===== src/rtl/dds_reader.sv =====
// dds_reader: phase-accumulator DDS front end. Steps a phase accumulator by a
// tuning word, addresses an external registered waveform table with the
// accumulator's top bits, and re-registers the returned data as samples.
//
// Handshake: tune_word is transferred on a rising edge where
// tune_valid && tune_ready. tune_valid may be held or dropped freely;
// tune_ready depends only on the FSM state and never on tune_valid.
module dds_reader #(
  parameter int ADDR_WIDTH = 9,
  parameter int DATA_WIDTH = 8,
  parameter int ACC_WIDTH  = 24
) (
  input  logic                  clk,
  input  logic                  rst,
  input  logic                  enable,
  input  logic                  tune_valid,
  input  logic [ACC_WIDTH-1:0]  tune_word,
  output logic                  tune_ready,
  input  logic                  phase_clr,
  output logic [ADDR_WIDTH-1:0] rd_addr,
  input  logic [DATA_WIDTH-1:0] rd_data,
  output logic [DATA_WIDTH-1:0] sample,
  output logic                  sample_valid,
  output logic                  sample_wrap,
  output logic                  busy,
  output logic [1:0]            fsm_state
);

  localparam logic [1:0] IDLE  = 2'd0;
  localparam logic [1:0] RUN   = 2'd1;
  localparam logic [1:0] DRAIN = 2'd2;

  logic [1:0]           state;
  logic                 drain_cnt;
  logic [ACC_WIDTH-1:0] acc;
  logic [ACC_WIDTH-1:0] tw;
  logic [ACC_WIDTH:0]   sum;
  logic                 launch;
  logic                 tune_accept;
  logic                 v1, w1, v2, w2;

  // Any edge with enable high either stays in or enters RUN, and that edge
  // accumulates; with enable low the accumulator holds.
  assign launch      = enable;
  assign tune_ready  = (state != DRAIN);
  assign tune_accept = tune_valid && tune_ready;
  assign busy        = (state != IDLE);
  assign fsm_state   = state;
  assign rd_addr     = acc[ACC_WIDTH-1 -: ADDR_WIDTH];

  // Extra top bit of the sum is the accumulator carry-out (wrap flag).
  always_comb begin
    sum = {1'b0, acc} + {1'b0, tw};
  end

  // Control FSM: DRAIN lasts two cycles so in-flight tokens leave the pipe.
  always_ff @(posedge clk or posedge rst) begin
    if (rst) begin
      state     <= IDLE;
      drain_cnt <= 1'b0;
    end else begin
      case (state)
        IDLE: begin
          if (enable) state <= RUN;
        end
        RUN: begin
          if (!enable) begin
            state     <= DRAIN;
            drain_cnt <= 1'b0;
          end
        end
        DRAIN: begin
          if (enable) begin
            state <= RUN;
          end else if (drain_cnt) begin
            state <= IDLE;
          end else begin
            drain_cnt <= 1'b1;
          end
        end
        default: state <= IDLE;
      endcase
    end
  end

  // Phase accumulator and tuning word; a clear wins over accumulation while
  // a tune accept on the same edge still loads the new word.
  always_ff @(posedge clk or posedge rst) begin
    if (rst) begin
      acc <= '0;
      tw  <= '0;
    end else begin
      if (tune_accept) tw <= tune_word;
      if (phase_clr) begin
        acc <= '0;
      end else if (launch) begin
        acc <= sum[ACC_WIDTH-1:0];
      end
    end
  end

  // Token pipeline: launch, table read stage, output sample register.
  always_ff @(posedge clk or posedge rst) begin
    if (rst) begin
      v1           <= 1'b0;
      w1           <= 1'b0;
      v2           <= 1'b0;
      w2           <= 1'b0;
      sample       <= '0;
      sample_valid <= 1'b0;
      sample_wrap  <= 1'b0;
    end else begin
      v1           <= launch;
      w1           <= launch && !phase_clr && sum[ACC_WIDTH];
      v2           <= v1;
      w2           <= w1;
      sample_valid <= v2;
      sample_wrap  <= w2;
      if (v2) sample <= rd_data;
    end
  end

endmodule


===== config.mk =====
export PLATFORM = sky130hd
export DESIGN_NAME = dds_reader
export DESIGN_NICKNAME = d
export VERILOG_FILES = /design/src/rtl/dds_reader.sv
export SDC_FILE = /design/constraint.sdc
export NUM_CORES = 1
export LEC_CHECK = 0
export ABC_AREA = 1
export CAP_MARGIN = 20
export CORE_ASPECT_RATIO = 1.2
export CORE_MARGIN = 5
export CORE_UTILIZATION = 50
export DETAILED_ROUTE_END_ITERATION = 10
export PLACE_DENSITY_LB_ADDON = 0.05
export SETUP_SLACK_MARGIN = 0.15
export SYNTH_ARGS = -nofsm -noshare
export SYNTH_HDL_FRONTEND = slang
export SYNTH_SLANG_ARGS = --single-unit

===== constraint.sdc =====
create_clock -name clk -period 2.7 [get_ports clk]
set_input_delay 0.27 -clock clk [delete_from_list [all_inputs] [get_ports clk]]
set_output_delay 0.27 -clock clk [all_outputs]
set_load 0.1 [all_outputs]

[After elaboration in Yosys (flattened, before gate mapping)]
Index checks and enable logic that the tools add are counted.
Storage, ports and cells
  register bits: 65
  output and inout bits: 23
Cells by class
  reductions and logical operators: 10
  eq/ne operators: 7
  add/sub/neg operators: 1
  mux-type cells: 10
Operators with widths (count)
  two-way mux 24 bit: 2
  adder 24 x 24 -> 25 bit: 1
  two-way mux 2 bit: 4
  inequality test 2 bit, second input constant: 4
  case mux 2 bit (3 select lines): 1
  AND reduction 3 bit: 2
  nonzero test 2 bit: 3
  logical AND 1 bit: 3
  inequality test 3 bit, second input constant: 1
  equality test 2 x 1 -> 1 bit, second input constant: 1
  equality test 2 bit, second input constant: 1
  logical NOT 2 bit: 1
  two-way mux 1 bit: 2
  case mux 1 bit (2 select lines): 1
  logical NOT 1 bit: 1

[Depth between registers and ports, before layout]
Gate-level depths: netlist (run 1).
  depth in word-level cells: 3
  depth in mapped cells: 12
  depth with buffers taken out: 12

[Worst setup path before layout (run 1)]
Ideal clock, no wire load.
  path kind: flip-flop to flip-flop
  start point: reg state[0], in the netlist fsm_state[0]
  end point: reg tw[0]
  library setup time: 0.125 ns
  setup slack: 0.176 ns
  path buffers: 1
  stages on the path, launching flop included: 6
  data required time: 2.575 ns
  data arrival time: 2.400 ns
  cells stage by stage: dfrtp_1 > nor2_1 > inv_1 > nand2_2 > buf_4 > mux2_2
On the way
  cells in the longest elaborated chain, start to end: 2
RTL lines
  from (decl): RTL line 33  | logic [1:0] state;
  from (signal assigned): RTL line 59  | state <= IDLE;
  from (signal assigned): RTL line 64  | if (enable) state <= RUN;
  from (signal assigned): RTL line 68  | state <= DRAIN;
  inequality test 2 bit: RTL line 45  | assign tune_ready = (state != DRAIN);
  named net tune_ready: RTL line 18  | output logic tune_ready,
  logical AND 1 bit: RTL line 46  | assign tune_accept = tune_valid && tune_ready;
  to (signal assigned): RTL line 93  | if (tune_accept) tw <= tune_word;
  to (decl): RTL line 36  | logic [ACC_WIDTH-1:0] tw;
The timed path passes the listed nets, and every way through them passes these cells.
A chain may end at the register's enable or synchronous reset.

[Worst setup path after layout (run 1)]
  start point: reg acc[0]
  end point: reg acc[16]
On the way
  cells in the longest elaborated chain, start to end: 3
RTL lines
  from (decl): RTL line 35  | logic [ACC_WIDTH-1:0] acc;
  from (signal assigned): RTL line 97  | acc <= sum[ACC_WIDTH-1:0];
  adder 24 x 24 -> 25 bit: RTL line 53  | sum = {1'b0, acc} + {1'b0, tw};
  two-way mux 24 bit: RTL line 96  | end else if (launch) begin
  two-way mux 24 bit: RTL line 94  | if (phase_clr) begin
Every way passes these cells. The select of a mux whose other input is x is not followed.

==> metrics.cfg, run 1 <==
[clocking]
clkLatencyLatePin_ns=0.36
h-tree-depth=3
cts_root_buf=clkbuf_8
cts_tree=yes
postCtsSetupRepairBufs=0
clkTransAtPathRegs_ns=0.08
ctsResizeCount=0
cts.sinks=65
cts.path.max_buffers=2
cts_hold_buf=0
cts_buffers=9

[sta]
maxSlewViolCount=0
max_freq_mhz=499
fin_crit_sh=0.743
grt_setup_unrepaired=false
worst_hold_slack_ns=0.253
worstMarginPinSlew_ns=0.636
clock_skew_ns=0.00814
hold_viol=0
fin_tns_setup_ns=0
slew-limit-headroom=0.574
fin_crit_ns=2.01
setup_viol=0

[synthesis]
avgSynthCellArea_um2=7.48
synthCells=557
yosysWarnings=0
yosysTopAreaCell=dfrtp_1
ys_seq_area_frac=0.391
synth-seq-cells=65
synth_fp_nets=619
synth_top_area_frac=0.391
synth_cell_types=28
synth_area_mm2=0.00417
synthTopCellsByArea=dfrtp_1 (39%), nand2_1 (18%), mux2_2 (8.7%)

[critical_path]
worstReg2RegStart=acc[0]$_DFFE_PP0P_
r2r_cells=11
crit_fanout=4
cp-start-kind=flop
critPathArrivalTime_ns=2.30
end_kind=flop
crit_type=flop to flop
required_ns=2.99
reg2reg_slack_ns=0.69
r2r_end=acc[16]$_DFFE_PP0P_

[global_route]
met3_usage=0.0441
grt_pass1_wl_um=17200
grt_usage=0.215
overflow=0
grt_max_degree=25
first_global_vias=3630
met1_usage=0.262
antenna_found_initial=0
gr-usage-met2=0.384
busiest_layer=met2

[finish]
diodes=0
final_cell_mix=nand2_1 (200), inv_1 (77), dfrtp_1 (65), nor2_1 (43), clkdlybuf4s50_1 (36)
multi_input_area_mm2=0.00212
layout_commonest_cell=nand2_1
fin_nets=677
nFillCells=736
area_growth_pct=19.3
final_area_mm2=0.00497
drive_gt1_frac=0.161
seqCellArea_mm2=0.00163
post-route-util=0.610

[routing]
detail_route.iter0.violations=141
first_pass_iters=4
ant_nets=0
drcViolationCount=0
wirelength_um=10100
post_drt_wl_per_cell_um=13.7
vias=3547
avgViaCountPerCell=4.83

[floorplan]
num_io_pins=60
coreArea_mm2=0.00815
die_x_um=93.3
die_h_um=110
die_area_mm2=0.0103
core.rowCount=36
start_util=0.511

[job]
drv_cap=0

[power_and_ir_drop]
ir_worst_vdd_mv=0.408
leakagePower_nw=2.63
powerDensity_mw_per_mm2=766
power_w=0.00380

[place]
place_hpwl_um=7830
dpl_cell_area_mm2=0.00477
io_buffer_count=59
gp_congestion=0.891

[status]
outcome=finished, final reports clean

[hold_path]
min_path_type=input port to async pin

==> layer usage <==
layer | vias to the layer above | routed length (um) | share of wire
met1 | 1611 | 4270 | 0.42
met3 | 9 | 493 | 0.049
met5 | - | 0 | 0
met4 | 0 | 108 | 0.011
met2 | 72 | 5190 | 0.52
li1 | 1855 | - | -
==> how the worst max path moves through the flow <==
stage | start | endpoint | cells past startpoint
after floorplan | fsm_state[0]$_DFFE_PP0P_ | tw[0]$_DFFE_PP0P_ | 5
after global placement | acc[0]$_DFFE_PP0P_ | acc[16]$_DFFE_PP0P_ | 11
after detailed placement | acc[0]$_DFFE_PP0P_ | acc[16]$_DFFE_PP0P_ | 10
after CTS | acc[0]$_DFFE_PP0P_ | acc[16]$_DFFE_PP0P_ | 11
after global routing | acc[0]$_DFFE_PP0P_ | acc[22]$_DFFE_PP0P_ | 10
final | acc[0]$_DFFE_PP0P_ | acc[16]$_DFFE_PP0P_ | 11
==> kinds of logic after synthesis <==
family	share of synthesized area
simple gates	0.294
compound gates	0.0499
fa+ha+maj	0.0769
xor+xnor	0.00210
buf+inv	0.0997
flops	0.391
mux	0.0865
==> cell type report <==
class,instances,share of cell area
inverter,83,0.0627
timing repair buffer,63,0.113
clock inverter,7,0.0159
tap,114,0.0287
multi-input combinational,393,0.427
sequential,65,0.327
clock buffer,9,0.0249
==> worst max-delay path: stages, from the launching register on <==
cell and delay (ns):
dfrtp_1 0.38, ha_1 0.27, fa_1 0.44, nand2_1 0.11
nand2_1 0.10, nand2_2 0.10, o21ai_2 0.10, nand2_1 0.10
nand2_1 0.07, nand2_1 0.06, nand3_1 0.12, nand2_1 0.09
==> power by group <==
group	internal [W]	switching, W	total [W]
combinational	0.000542	0.00119	0.00173
clock	0.000434	0.000422	0.000856
sequential	0.00112	0.0000967	0.00122
==> flip-flops by register name, summed over array words and instances (netlist names) <==
name / count
sample_valid: 1
v1: 1
drain_cnt: 1
sample_wrap: 1
fsm_state: 2
acc: 24
w2: 1
tw: 24
w1: 1
v2: 1
sample: 8
==> through the flow <==
| step | setup slack (ns) | std cells |
|---|---|---|
| floorplan | 0.176 | 557 |
| global placement | 0.713 | 718 |
| detailed placement | 0.701 | 718 |
| CTS | 0.672 | 734 |
| global route | 0.528 | 734 |
| finish | 0.695 | 734 |
==> synthesized netlist by cell type <==
master      n
nand2_1   200
inv_1      78
dfrtp_1    65
nor2_1     43
mux2_2     32
nand3_1    26
ha_1       24
a21oi_1    17
buf_4      11
o21ai_0    11
nand2_2     9
inv_2       5
nand4_1     5
nor2_2      5
o21ai_1     5
clkbuf_1    3
nand3b_1    3
a22o_1      2
buf_2       2
nand3_2     2
nor3_1      2
a21oi_2     1
fa_1        1
o21ai_2     1
o31ai_1     1
or2_1       1
or2_2       1
xor2_1      1
Power figures use the tool's default switching activity.
==> run 2: changes to the inputs <==
clock period = 1.9 ns   (was 2.7 ns; I/O delays follow)
==> run 2 against run 1 <==
  * Non-clock buffer count increased by 18
  * Critical endpoint is now acc[12]$_DFFE_PP0P_
  * Via count increased by 6.9%
  * Critical path depth decreased by 1
  * Largest power group unchanged
==> metrics.cfg, run 2 (synthesis results as in run 1) <==
[routing]
avgViaCountPerCell=5.04  ; +4.4%
ant_nets=0  ; unchanged
wl_met2_um=5760  ; +11%
vias=3793  ; +6.9%
drcViolationCount=0  ; unchanged
routed.top_layer=met4
met1Wirelength_um=4630  ; +8.5%
detail_route.iter0.violations=156  ; +11%
post_drt_wl_per_cell_um=14.8  ; +7.9%
first_pass_iters=5  ; +1
wl_met3_um=524  ; +6.3%
wirelength_um=11100  ; +11%

[sta]
max_freq_mhz=562  ; +13%
hold_viol=0  ; unchanged
fin_tns_setup_ns=0  ; unchanged
grt_setup_unrepaired=true
fin_crit_ns=1.78  ; -0.225 ns
slew-limit-headroom=0.719  ; +0.144
setup_viol=0  ; unchanged
worstMarginPinSlew_ns=0.422  ; -0.214 ns
worst_hold_slack_ns=0.280  ; +0.0277 ns
maxSlewViolCount=0  ; unchanged
fin_crit_sh=0.937  ; +0.194
finalWorstSetupSlack_ns=0.120  ; -0.575 ns
clock_skew_ns=0.00874  ; +0.000599 ns

[floorplan]
die_area_mm2=0.0103  ; unchanged
coreArea_mm2=0.00815  ; unchanged
num_io_pins=60  ; unchanged
die_h_um=110  ; unchanged
core.rowCount=36  ; unchanged
start_util=0.511  ; unchanged
die_x_um=93.3  ; unchanged

[clocking]
cts_root_buf=clkbuf_8
h-tree-depth=3  ; unchanged
clkLatencyLatePin_ns=0.36  ; about the same
clkTransAtPathRegs_ns=0.07  ; about the same
cts_tree=yes
cts.sinks=65  ; unchanged
cts.path.max_buffers=2  ; unchanged
cts_buffers=9  ; unchanged

[power_and_ir_drop]
powerDensity_mw_per_mm2=1100  ; +43%
leakagePower_nw=2.80  ; +6.4%
power_w=0.00620  ; +63%
ir_worst_vdd_mv=0.613  ; +50%

[critical_path]
crit_type=flop to flop
cp-startpoint=tw[0]$_DFFE_PP0P_
reg2reg_slack_ns=0.12  ; -0.57 ns
cp-start-kind=flop
worstReg2RegStart=tw[0]$_DFFE_PP0P_
max_stage_delay_ns=0.41  ; -0.03 ns
critPathArrivalTime_ns=2.03  ; -0.27 ns
r2r_end=acc[12]$_DFFE_PP0P_
worst-path-buf-inv=0  ; unchanged
cp_slowest_cell=dfrtp_1
required_ns=2.15  ; -0.84 ns
crit_fanout=4  ; unchanged
r2r_cells=10  ; -1
cp_cell_sequence=ha_4, fa_2, nand2_2, nand2_4, nand2_4, o21ai_4, nand2_1, nand2_2, nor2_1, o21ai_2
cpLargestDelayFamily=adder cells
end_kind=flop

[finish]
final_cell_mix=nand2_1 (176), inv_1 (75), dfrtp_1 (61), buf_4 (43), nor2_1 (37)
fin_nets=695  ; +2.7%
nFillCells=669  ; -9.1%
post-route-util=0.694  ; +0.0841
area_growth_pct=35.8
reg_top3=acc x24, tw x24, sample x8
diodes=0  ; unchanged
layout_commonest_cell=nand2_1
drive_gt1_frac=0.287  ; +0.126

[hold_path]
min_path_type=input port to async pin

[global_route]
first_global_vias=3676  ; +1.3%
grt_max_degree=66  ; +160%
antenna_found_initial=0  ; unchanged
grt_pass1_wl_um=17100  ; -0.20%
grt_usage=0.218  ; +0.00290
overflow=0  ; unchanged

[place]
place_hpwl_um=7990  ; +2.1%
dp_slack_ns=-0.0219  ; -0.722 ns
io_buffer_count=59  ; unchanged
gp_congestion=0.919  ; +3.1%

[status]
outcome=finished, final reports clean

[job]
drv_cap=0  ; unchanged

==> run 2: cell types whose count changed in the layout (fill, tap and decap cells not counted), moves of 6 or more <==
cell	previous run	this run
nand2_4	0	9
ha_4	0	22
nor2_1	43	37
ha_1	24	2
nand2_1	200	176
mux2_4	0	8
nand2_2	9	24
mux2_2	32	24
buf_4	27	43
nor2_4	0	6
==> run 2: repair_timing <==
action,in CTS,in global routing
gates resized for setup,20,64
setup endpoints to repair,13,19
pin swaps,1,26
setup buffers,2,9
hold buffers,0,0
==> run 2: layout make-up <==
| type | instances | area (um2) | share of cell area |
|---|---|---|---|
| inverters | 83 | 319 | 0.0564 |
| repair buffers | 81 | 723 | 0.128 |
| well taps | 114 | 143 | 0.0252 |
| multi-input cells | 393 | 2630 | 0.465 |
| clock buffers | 10 | 128 | 0.0226 |
| flip-flops and latches | 65 | 1630 | 0.288 |
| clock inverters | 6 | 82.6 | 0.0146 |
==> run 2: stage by stage <==
stage / instance area (um2) / instances
after floorplan: 4230 / 557
after global placement: 4900 / 725
after detailed placement: 4900 / 725
after CTS: 5220 / 743
after global routing: 5660 / 752
final: 5660 / 752
==> run 2: report_power, final <==
| group | leakage, nW | internal [W] | switching [W] |
|---|---|---|---|
| registers | 0.801 | 0.00160 | 0.000225 |
| clock network | 0.106 | 0.000732 | 0.000568 |
| logic | 1.90 | 0.00118 | 0.00190 |
==> run 2: routing by layer <==
layer,vias up,global-route usage
met1,1799,0.268
met2,93,0.380
met4,0,0.0743
met3,17,0.0441
li1,1884,-
met5,-,0
==> run 2: worst max-delay path by stage <==
stage                          end  slack (ns)  depth (start not counted)
4_1_cts               w1$_DFF_PP0_        0.12                         12
5_1_grt               w1$_DFF_PP0_       0.001                         12
3_5_place_dp   acc[22]$_DFFE_PP0P_       -0.02                         10
6_report       acc[12]$_DFFE_PP0P_        0.12                         10
2_1_floorplan    tw[0]$_DFFE_PP0P_       -0.32                          6
3_3_place_gp   acc[22]$_DFFE_PP0P_        0.04                         10
==> run 2: worst reg2reg max path, delay by kind of cell (launching register included) <==
family	cells	cell delay [ns]
adder cells (fa/ha/maj)	2	0.58
AND/OR/NAND/NOR	6	0.55
flip-flops	1	0.41
AO/OA/AOI/OAI	2	0.14
